===== config.mk =====
export PLATFORM = sky130hd
export DESIGN_NAME = miss_refill
export DESIGN_NICKNAME = d
export VERILOG_FILES = /design/src/rtl/miss_refill_pkg.sv /design/src/rtl/miss_refill.sv
export SDC_FILE = /design/constraint.sdc
export NUM_CORES = 1
export LEC_CHECK = 0
export CAP_MARGIN = 10
export CORE_AREA = 2 2 102 104
export DETAILED_ROUTE_END_ITERATION = 6
export DIE_AREA = 0 0 104 106
export DONT_BUFFER_PORTS = 1
export PLACE_DENSITY = 0.58
export SYNTH_ARGS = -nofsm -noshare
export SYNTH_HDL_FRONTEND = slang
export SYNTH_SLANG_ARGS = --single-unit

===== constraint.sdc =====
create_clock -name clk -period 3.2 [get_ports clk]
set_input_delay 0.48 -clock clk [delete_from_list [all_inputs] [get_ports clk]]
set_output_delay 0.48 -clock clk [all_outputs]
set_load 0.01 [all_outputs]

===== src/rtl/miss_refill_pkg.sv =====
// Shared types and constants for the cache-miss refill engine.
// Width macros fall back to local defaults when the build does not supply them.
`ifndef AXI_ADDR_WIDTH
`define AXI_ADDR_WIDTH 32
`endif
`ifndef AXI_DATA_WIDTH
`define AXI_DATA_WIDTH 64
`endif
`ifndef INDEX_WIDTH
`define INDEX_WIDTH 7
`endif
`ifndef OFFSET_WIDTH
`define OFFSET_WIDTH 9
`endif
`ifndef AXI_ID_WIDTH
`define AXI_ID_WIDTH 4
`endif
`ifndef AXI_ID
`define AXI_ID 0
`endif

package miss_refill_pkg;

    typedef enum logic [1:0] {
        S_IDLE = 2'd0,
        S_AR   = 2'd1,
        S_R    = 2'd2,
        S_DONE = 2'd3
    } state_e;

    localparam logic [1:0] AXI_RESP_OKAY  = 2'b00;
    localparam logic [1:0] AXI_BURST_INCR = 2'b01;

    function automatic int fill_width(input int addr_w, input int data_w);
        return addr_w + data_w;
    endfunction

endpackage


===== src/rtl/miss_refill.sv =====
// Single-outstanding cache-miss refill: one-beat AXI read, then one fill FIFO write.
// Optional R-wait watchdog enabled by defining MISS_REFILL_TIMEOUT_EN.
module miss_refill
    import miss_refill_pkg::*;
#(
    parameter int ADDR_WIDTH     = `AXI_ADDR_WIDTH,
    parameter int DATA_WIDTH     = `AXI_DATA_WIDTH,
    parameter int INDEX_WIDTH    = `INDEX_WIDTH,
    parameter int OFFSET_WIDTH   = `OFFSET_WIDTH,
    parameter int ID_WIDTH       = `AXI_ID_WIDTH,
    parameter logic [ID_WIDTH-1:0] ID = `AXI_ID,
    parameter int TIMEOUT_CYCLES = 1024,
    localparam int FILL_W        = fill_width(ADDR_WIDTH, DATA_WIDTH)
) (
    input  logic                  clk,
    input  logic                  rst,
    input  logic                  miss_valid_i,
    output logic                  miss_ready_o,
    input  logic [ADDR_WIDTH-1:0] miss_addr_i,
    output logic [ID_WIDTH-1:0]   arid_o,
    output logic                  arvalid_o,
    output logic [ADDR_WIDTH-1:0] araddr_o,
    output logic [7:0]            arlen_o,
    output logic [2:0]            arsize_o,
    output logic [1:0]            arburst_o,
    input  logic                  arready_i,
    input  logic [ID_WIDTH-1:0]   rid_i,
    input  logic                  rvalid_i,
    input  logic [DATA_WIDTH-1:0] rdata_i,
    input  logic [1:0]            rresp_i,
    input  logic                  rlast_i,
    output logic                  rready_o,
    input  logic                  afull_i,
    output logic                  wren_o,
    output logic [FILL_W-1:0]     data_o,
    output logic                  resp_valid_o,
    output logic                  resp_err_o
);

    localparam logic [ADDR_WIDTH-1:0] LINE_MASK = {ADDR_WIDTH{1'b1}} << OFFSET_WIDTH;

    state_e                state_q;
    logic [ADDR_WIDTH-1:0] addr_q;
    logic [DATA_WIDTH-1:0] rdata_q;
    logic                  err_q;
    logic                  r_hs;
    logic                  r_timeout;

    // rid is not checked; the index field is carried inside the line address.
    logic [ID_WIDTH-1:0]    unused_rid;
    logic [INDEX_WIDTH-1:0] unused_index;
    assign unused_rid   = rid_i;
    assign unused_index = addr_q[OFFSET_WIDTH +: INDEX_WIDTH];

    assign arid_o    = ID;
    assign arlen_o   = 8'd0;
    assign arsize_o  = 3'($clog2(DATA_WIDTH / 8));
    assign arburst_o = AXI_BURST_INCR;

    assign miss_ready_o = (state_q == S_IDLE);
    assign arvalid_o    = (state_q == S_AR);
    assign araddr_o     = addr_q;
    assign resp_valid_o = (state_q == S_DONE);
    assign resp_err_o   = (state_q == S_DONE) && err_q;
    assign wren_o       = (state_q == S_DONE) && !err_q;
    assign data_o       = {addr_q, rdata_q};
    assign r_hs         = (state_q == S_R) && rvalid_i && rready_o;

`ifdef MISS_REFILL_TIMEOUT_EN
    localparam int CNT_W = (TIMEOUT_CYCLES > 2) ? $clog2(TIMEOUT_CYCLES) : 1;
    logic [CNT_W-1:0] cnt_q;
    logic [CNT_W-1:0] cnt_d;

    // Stray beats after a timeout are drained while idle.
    assign rready_o  = ((state_q == S_R) && !afull_i) || (state_q == S_IDLE);
    assign r_timeout = (state_q == S_R) && (cnt_q == CNT_W'(TIMEOUT_CYCLES - 1));
    assign cnt_d     = (state_q == S_R) ? cnt_q + 1'b1 : '0;

    always_ff @(posedge clk or posedge rst) begin
        if (rst) cnt_q <= '0;
        else     cnt_q <= cnt_d;
    end
`else
    logic [31:0] unused_timeout;
    assign unused_timeout = 32'(TIMEOUT_CYCLES);
    assign rready_o       = (state_q == S_R) && !afull_i;
    assign r_timeout      = 1'b0;
`endif

    always_ff @(posedge clk or posedge rst) begin
        if (rst) begin
            state_q <= S_IDLE;
            addr_q  <= '0;
            rdata_q <= '0;
            err_q   <= 1'b0;
        end else begin
            case (state_q)
                S_IDLE: begin
                    if (miss_valid_i) begin
                        addr_q  <= miss_addr_i & LINE_MASK;
                        state_q <= S_AR;
                    end
                end
                S_AR: begin
                    if (arready_i) state_q <= S_R;
                end
                S_R: begin
                    if (r_hs) begin
                        rdata_q <= rdata_i;
                        err_q   <= (rresp_i != AXI_RESP_OKAY) || !rlast_i;
                        state_q <= S_DONE;
                    end else if (r_timeout) begin
                        err_q   <= 1'b1;
                        state_q <= S_DONE;
                    end
                end
                S_DONE: state_q <= S_IDLE;
                default: state_q <= S_IDLE;
            endcase
        end
    end

endmodule


==> results of run 1 <==
## cells in the final DEF (no fill, tap or decap), drive strengths merged, types with 2 or more instances in the layout
| cell | netlist | final |
|---|---|---|
| ha | 5 | 5 |
| nor2b | 2 | 2 |
| clkinv | 0 | 5 |
| conb | 2 | 35 |
| dfrtp | 90 | 90 |
| inv | 5 | 7 |
| clkbuf | 0 | 9 |
| mux2 | 88 | 88 |
| buf | 67 | 4 |
| nor2 | 2 | 2 |
## flip-flops by register name, summed over array words and instances, names as in the netlist
name,count
rdata_q,64
araddr_o,23
state_q,2
err_q,1
## per-stage QoR
step                      worst slack, ns  cells  hold WS [ns]
after global routing               0.9820    393        0.2128
after CTS                           1.157    393        0.2196
final                               1.186    393        0.2480
after global placement              1.212    376        0.3914
after floorplan                    0.3847    303        0.4638
after detailed placement            1.164    376        0.3917
## routing by layer
layer | vias to the layer above | wire [µm] | global-route usage [%]
met5 | - | 0 | 0
met4 | 0 | 178 | 6.757
met3 | 14 | 616 | 4.905
met2 | 123 | 3850 | 22.42
met1 | 906 | 2568 | 13.64
li1 | 778 | - | -
## what timing repair did
action	4_1_cts	5_1_grt
hold buffers	1	0
endpoints found under the setup margin	0	0
hold endpoints to repair	24	0
## worst paths after layout
path	from	endpoint	slack, ns	depth (start not counted)
setup reg to reg	state_q[0]	araddr_o[21]	1.19	4
max in group asynchronous	rst	rdata_q[23]	1.83	3
min in group asynchronous	rst	rdata_q[15]	0.56	2
hold reg to reg	err_q	err_q	0.51	1
hold / removal	rdata_i[11]	rdata_q[11]	0.25	1
setup / recovery	state_q[0]	araddr_o[21]	1.19	4
## power by group
| group | total, mW | switching, mW | internal, mW | leakage [nW] |
|---|---|---|---|---|
| clock network | 0.771 | 0.457 | 0.314 | 0.105 |
| logic | 1.06 | 0.350 | 0.711 | 0.812 |
| registers | 2.54 | 0.822 | 1.72 | 1.07 |
| total | 4.37 | 1.63 | 2.74 | 1.99 |
## cell families (layout without fill, tap and decap cells)
group                    Yosys count  in the layout  synth area share [%]
multiplexers                      88             88                 27.86
AND/OR/NAND/NOR                    8              8                 1.076
AO/OA/AOI/OAI                      5              5                0.9533
other                              2             35                0.1846
buffers and inverters             72             26                 13.04
adder cells (fa/ha/maj)            5              5                 1.538
flip-flops                        90             90                 55.35
## area by class of cell
class / instances / area, µm²
Tap cell: 136 / 170.2
Clock buffer: 9 / 123.9
Timing Repair Buffer: 5 / 40.04
Inverter: 5 / 20.02
Multi-Input combinational cell: 141 / 1410
Clock inverter: 7 / 83.83
Sequential cell: 90 / 2252
Fill cell: 940 / 5899
==> metrics.md, run 1 <==
| Metric | Value |
|---|---|
| Initial Util | `about two fifths` |
| # diodes | `0` |
| Total core area | `10000 µm²` |
| Routability Congestion | `0.6888` |
| Worst path top cell family by delay | `simple AND/OR/NAND/NOR gates` |
| DPL Wire Length | `5406 µm` |
| DIE AREA | `11020 µm²` |
| Final WL | `approximately 7200 µm` |
| # IOs | `260` |
| Number of I/O port buffers | `0` |
| Total Power | `4.370 mW` |
| CTS tree | `done` |
| GRT Overall Usage | `between 10% and 20%` |
| Share of flip-flops with an asynchronous set or reset | `100.0%` |
| Setup CP Type | `register to register` |
| Drt drc | `0` |
| Largest net degree at the start of global routing | `37` |
| Final Util | `41.00%` |
| Crit. End Element | `register` |
| Worst Path Buf+Inv | `1` |
| Setup_tns | `0 ns` |
| Synth cell count leaders | `dfrtp_1 (90), buf_4 (58), mux2_2 (50)` |
| Area grow syn2layout | `0.7687%` |
| Final worst path period need | `2.014 ns` |
| Clock Sinks | `90` |
| Count of cell types in the netlist | `20` |
| Fmax | `0.4966 GHz` |
| Setup violations, final | `0` |
| Share of cells above drive strength 1 | `42.41%` |
| RSZ-0062 raised after global routing | `false` |
| WP data arrival | `~2.3 ns` |
| Required time of the worst setup path | `between 3 and 4 ns` |
| Synth top area cells | `dfrtp_1 (55%), mux2_4 (14%), mux2_2 (14%), buf_4 (11%), ha_1 (1.5%)` |
| Outcome | `finished, final reports clean` |
| CP max-delay cell | `nand2_1` |
| CP Launch Type | `register` |
| Synth warn | `0` |
| Vias | `1821` |
| VDD IR max | `0.3764 mV` |
| WL/cell | `about 18 µm` |
| Worst path cell trace | `inv_1 -> ha_1 -> nand2_1 -> mux2_2` |
| Top cell type's share of synthesized area | `55.35%` |
| Syn Inst Count | `270` |
| Clk root buf | `clkbuf_8` |
| Max-cap violations | `0` |
| 1st-iter DRT viols | `53` |
| Antenna violations before repair | `0` |
| Final Max Slew Viols | `0` |
| Area leader, netlist | `dfrtp_1` |
| Relative slew slack | `40.43%` |
| First-pass GRT wire length | `10780 µm` |
| Synthesized cell area | `4069 µm²` |
| H-tree lvl count | `3` |
| Site Rows | `37` |
| Die Wd | `104 µm` |
| PD cells | `1066 nW/µm²` |
| Clk Latency, worst-skew pair | `around 0.37 ns` |
| Routed vias/inst | `approximately 4.6` |
| Clk slew on worst S/H paths | `0.11 ns` |
| Nets@finish | `366` |
| Vias in the first global route | `1966` |
| Post-CTS setup buffers | `0` |
| Final Hold Viols | `0` |
| DRT Pass-1 Iters | `4` |
| Die height | `roughly 110 µm` |
| Synth Register Bits | `90` |
| Period Utilization, post-route | `62.92%` |
| Grt ovf | `0` |
| Worst slew pin tran | `roughly 0.89 ns` |
| Post-synth top flop | `dfrtp_1` |
| Sequential area share after synthesis | `55.35%` |
| Cts bufs inserted | `9` |
| Skew final | `0.01717 ns` |
| Critical path peak fanout | `23` |
| Slowest Stage Delay on Critical Path | `0.69 ns` |
| Leak Pwr | `1.991 nW` |
| Antenna viol nets, final | `0` |
| CTS Buffer Depth | `2` |
| Area after DPL | `between 3000 and 4000 µm²` |
| Final instance area | `4100 µm²` |
| EDFF count, synth | `0` |
| Mapped Avg Cell Area | `15.07 µm²` |
| Count leader, synth | `dfrtp_1` |
| PostCTS Resize Cnt | `0` |
| Hold Crit Class | `primary input to register` |
Power figures use the tool's default switching activity.
==> inputs of run 2 (changes only) <==
Settings changed: ABC_AREA set to 1, PLACE_DENSITY 0.58 to 0.59.
Clock period 3.2 ns to 2.04 ns, I/O delays scaled along.
==> metrics.md, run 2 <==
| Metric | Value |
|---|---|
| Hold Crit Class | `primary input to register` |
| Worst Path Buf+Inv | `2` |
| 1st-iter DRT viols | `about 180` |
| Multi-input gate area | `around 1300 µm²` |
| Site Rows | `37` |
| Synth top area cells | `dfrtp_1 (55%), nand2_1 (23%), buf_4 (11%), nand3_1 (3.1%), buf_6 (3.0%)` |
| Routed vias/inst | `roughly 4.6` |
| Grt ovf | `0` |
| Setup_tns | `0 ns` |
| Nets@finish | `557` |
| Area leader, netlist | `dfrtp_1` |
| Routability Congestion | `0.7046` |
| Largest net degree at the start of global routing | `91` |
| Leak Pwr | `2.248 nW` |
| Count of cell types in the netlist | `18` |
| Number of I/O port buffers | `0` |
| VDD IR max | `0.6356 mV` |
| Fillers | `roughly 1000` |
| Period Utilization, post-route | `around 83%` |
| Top cell type's share of synthesized area | `55.23%` |
| WL/cell | `between 10 and 15 µm` |
| WP data arrival | `1.38 ns` |
| CTS tree | `done` |
| Internal Power | `3.814 mW` |
| Worst path top cell family by delay | `flip-flops` |
| Clock Power Share | `between 15 and 20%` |
| DIE AREA | `~11000 µm²` |
| PD cells | `1624 nW/µm²` |
| Reg area | `2252 µm²` |
| Die height | `roughly 110 µm` |
| Antenna viol nets, final | `0` |
| Sequential area share after synthesis | `55.23%` |
| Final instance area | `between 4000 and 5000 µm²` |
| Die Wd | `104 µm` |
| Crit. End Element | `output pin` |
| Total core area | `around 10000 µm²` |
| Final Max Slew Viols | `0` |
| Synthesized cell area | `4078 µm²` |
| DPL Wire Length | `around 6000 µm` |
| H-tree lvl count | `3` |
| CP max-delay cell | `dfrtp_1` |
| # IOs | `260` |
| CP Launch Type | `register` |
| Most common cell after layout, fill and taps aside | `nand2_1` |
| Most frequent cells in the layout | `nand2_1 (249), dfrtp_1 (90), conb_1 (35), nand3_1 (25), clkbuf_8 (9)` |
| Final WL | `8451 µm` |
| Count leader, synth | `nand2_1` |
| Max-cap violations | `0` |
| Logic pwr share | `22.4%` |
| Share of flip-flops with an asynchronous set or reset | `100.0%` |
| # diodes | `0` |
| Clk slew on worst S/H paths | `0.09 ns` |
| Vias | `2665` |
| Synth cell count leaders | `nand2_1 (249), dfrtp_1 (90), buf_4 (58)` |
| Setup CP Type | `register to output pin` |
| NetSw | `2.808 mW` |
| Net Sw Frac | `42.40%` |
| Share of cells above drive strength 1 | `6.696%` |
| RSZ-0062 raised after global routing | `false` |
| GRT Overall Usage | `about 15%` |
| Area after DPL | `3874 µm²` |
| Clk Latency, worst-skew pair | `0.35 ns` |
| DRT Pass-1 Iters | `4` |
| Critical path peak fanout | `25` |
| Syn Inst Count | `approximately 470` |
| Setup violations, final | `0` |
| Worst slew pin tran | `0.7142 ns` |
| Skew final | `0.005629 ns` |
| Vias in the first global route | `2627` |
| Outcome | `finished, final reports clean` |
| Cts bufs inserted | `9` |
| Relative slew slack | `52.27%` |
| CTS Buffer Depth | `2` |
| Slowest Stage Delay on Critical Path | `0.43 ns` |
| Final worst path period need | `~1.7 ns` |
| Clock Sinks | `90` |
| Synth warn | `0` |
| Antenna violations before repair | `0` |
| Area grow syn2layout | `-0.00002452%` |
| Synth Register Bits | `90` |
| Reg with most FFs | `rdata_q` |
| Post-CTS setup buffers | `0` |
| First-pass GRT wire length | `around 13000 µm` |
| Initial Util | `approximately two fifths` |
| Worst path cell trace | `inv_1 -> ha_1 -> buf_4` |
| Fmax | `~0.6 GHz` |
| Post-synth top flop | `dfrtp_1` |
| Drt drc | `0` |
| Seq pwr share | `59.6%` |
| Clk root buf | `clkbuf_8` |
| Mapped Avg Cell Area | `8.713 µm²` |
| Final Hold Viols | `0` |
| EDFF count, synth | `0` |
| Max reg flops | `64` |
| Required time of the worst setup path | `between 1.5 and 2 ns` |
run 2: cell count changes after synthesis, sizes merged, moves of 2 or more:
cell    change
clkbuf      +2
mux2       -88
inv         +6
nor2b       -2
buf        +10
nand3      +25
o21ai       +2
nand2     +249
run 2: per-layer routing:
layer  share of wire [%]  wire length, µm  track usage [%]  vias to the layer above
li1                    -                -                -                     1269
met1                  38             3170            16.84                     1225
met2                  50             4212            24.91                      152
met3                 9.3              789            6.009                       19
met4                 3.3              279            9.653                        0
met5                   0                0                0                        -
run 2: per-stage QoR:
stage          instances  util (%)  total power, mW  setup WS, ns  hold WS, ns
2_1_floorplan        501         -            5.369        0.6362       0.4156
3_3_place_gp         567     38.74            5.399        0.5381       0.3474
3_5_place_dp         567     38.74            5.507        0.4588       0.3514
4_1_cts              584     40.78            6.738        0.3256      0.03270
5_1_grt              584     40.78            7.180        0.2471      0.03158
6_report             584     40.78            6.622        0.3504      0.06212
run 2: worst paths after layout:
| path | end | startpoint | slack [ns] | depth (start not counted) |
|---|---|---|---|---|
| worst max-delay path | miss_ready_o | state_q[0] | 0.35 | 3 |
| worst min-delay path | rdata_q[31] | rdata_i[31] | 0.06 | 2 |
| worst max register to register | araddr_o[15] | state_q[0] | 0.48 | 5 |
| worst min register to register | err_q | err_q | 0.53 | 2 |
| max in group asynchronous | rdata_q[6] | rst | 1.09 | 3 |
| min in group asynchronous | rdata_q[23] | rst | 0.52 | 3 |
run 2: cell type report:
cell class,count,share of cell area (%)
Clock buffer,10,3.130
Clock inverter,6,1.626
Inverter,11,1.166
Multi-Input combinational cell,321,31.85
Sequential cell,90,55.23
Tap cell,136,4.173
Timing Repair Buffer,10,2.823
run 2: worst register-to-register path: stages (launching register included):
cell and delay (ns):
dfrtp_1 0.43, inv_1 0.12, ha_1 0.19, nand2_1 0.43, nand2_1 0.21, nand2_1 0.07
run 2: repair_timing:
action | CTS | global route
hold buffers | 1 | 0
gates resized for setup | 0 | 0
hold endpoints to repair | 90 | 0
run 2: kinds of logic (layout without fill, tap and decap cells):
logic type | count (synthesis) | after routing | synth area share, %
compound gates | 2 | 2 | 0.2455
fa+ha+maj | 5 | 5 | 1.534
buf+inv | 90 | 37 | 15.96
flops | 90 | 90 | 55.23
other cells | 2 | 35 | 0.1842
simple gates | 279 | 279 | 26.85
run 2: power by group through the flow:
stage               Combinational (mW)  Sequential, mW  Clock [mW]
floorplan                         1.74            3.63           0
global placement                  1.42            3.98           0
detailed placement                1.52            3.99           0
CTS                               1.52            3.97        1.25
global route                      1.77            4.07        1.34
finish                            1.49            3.95        1.19
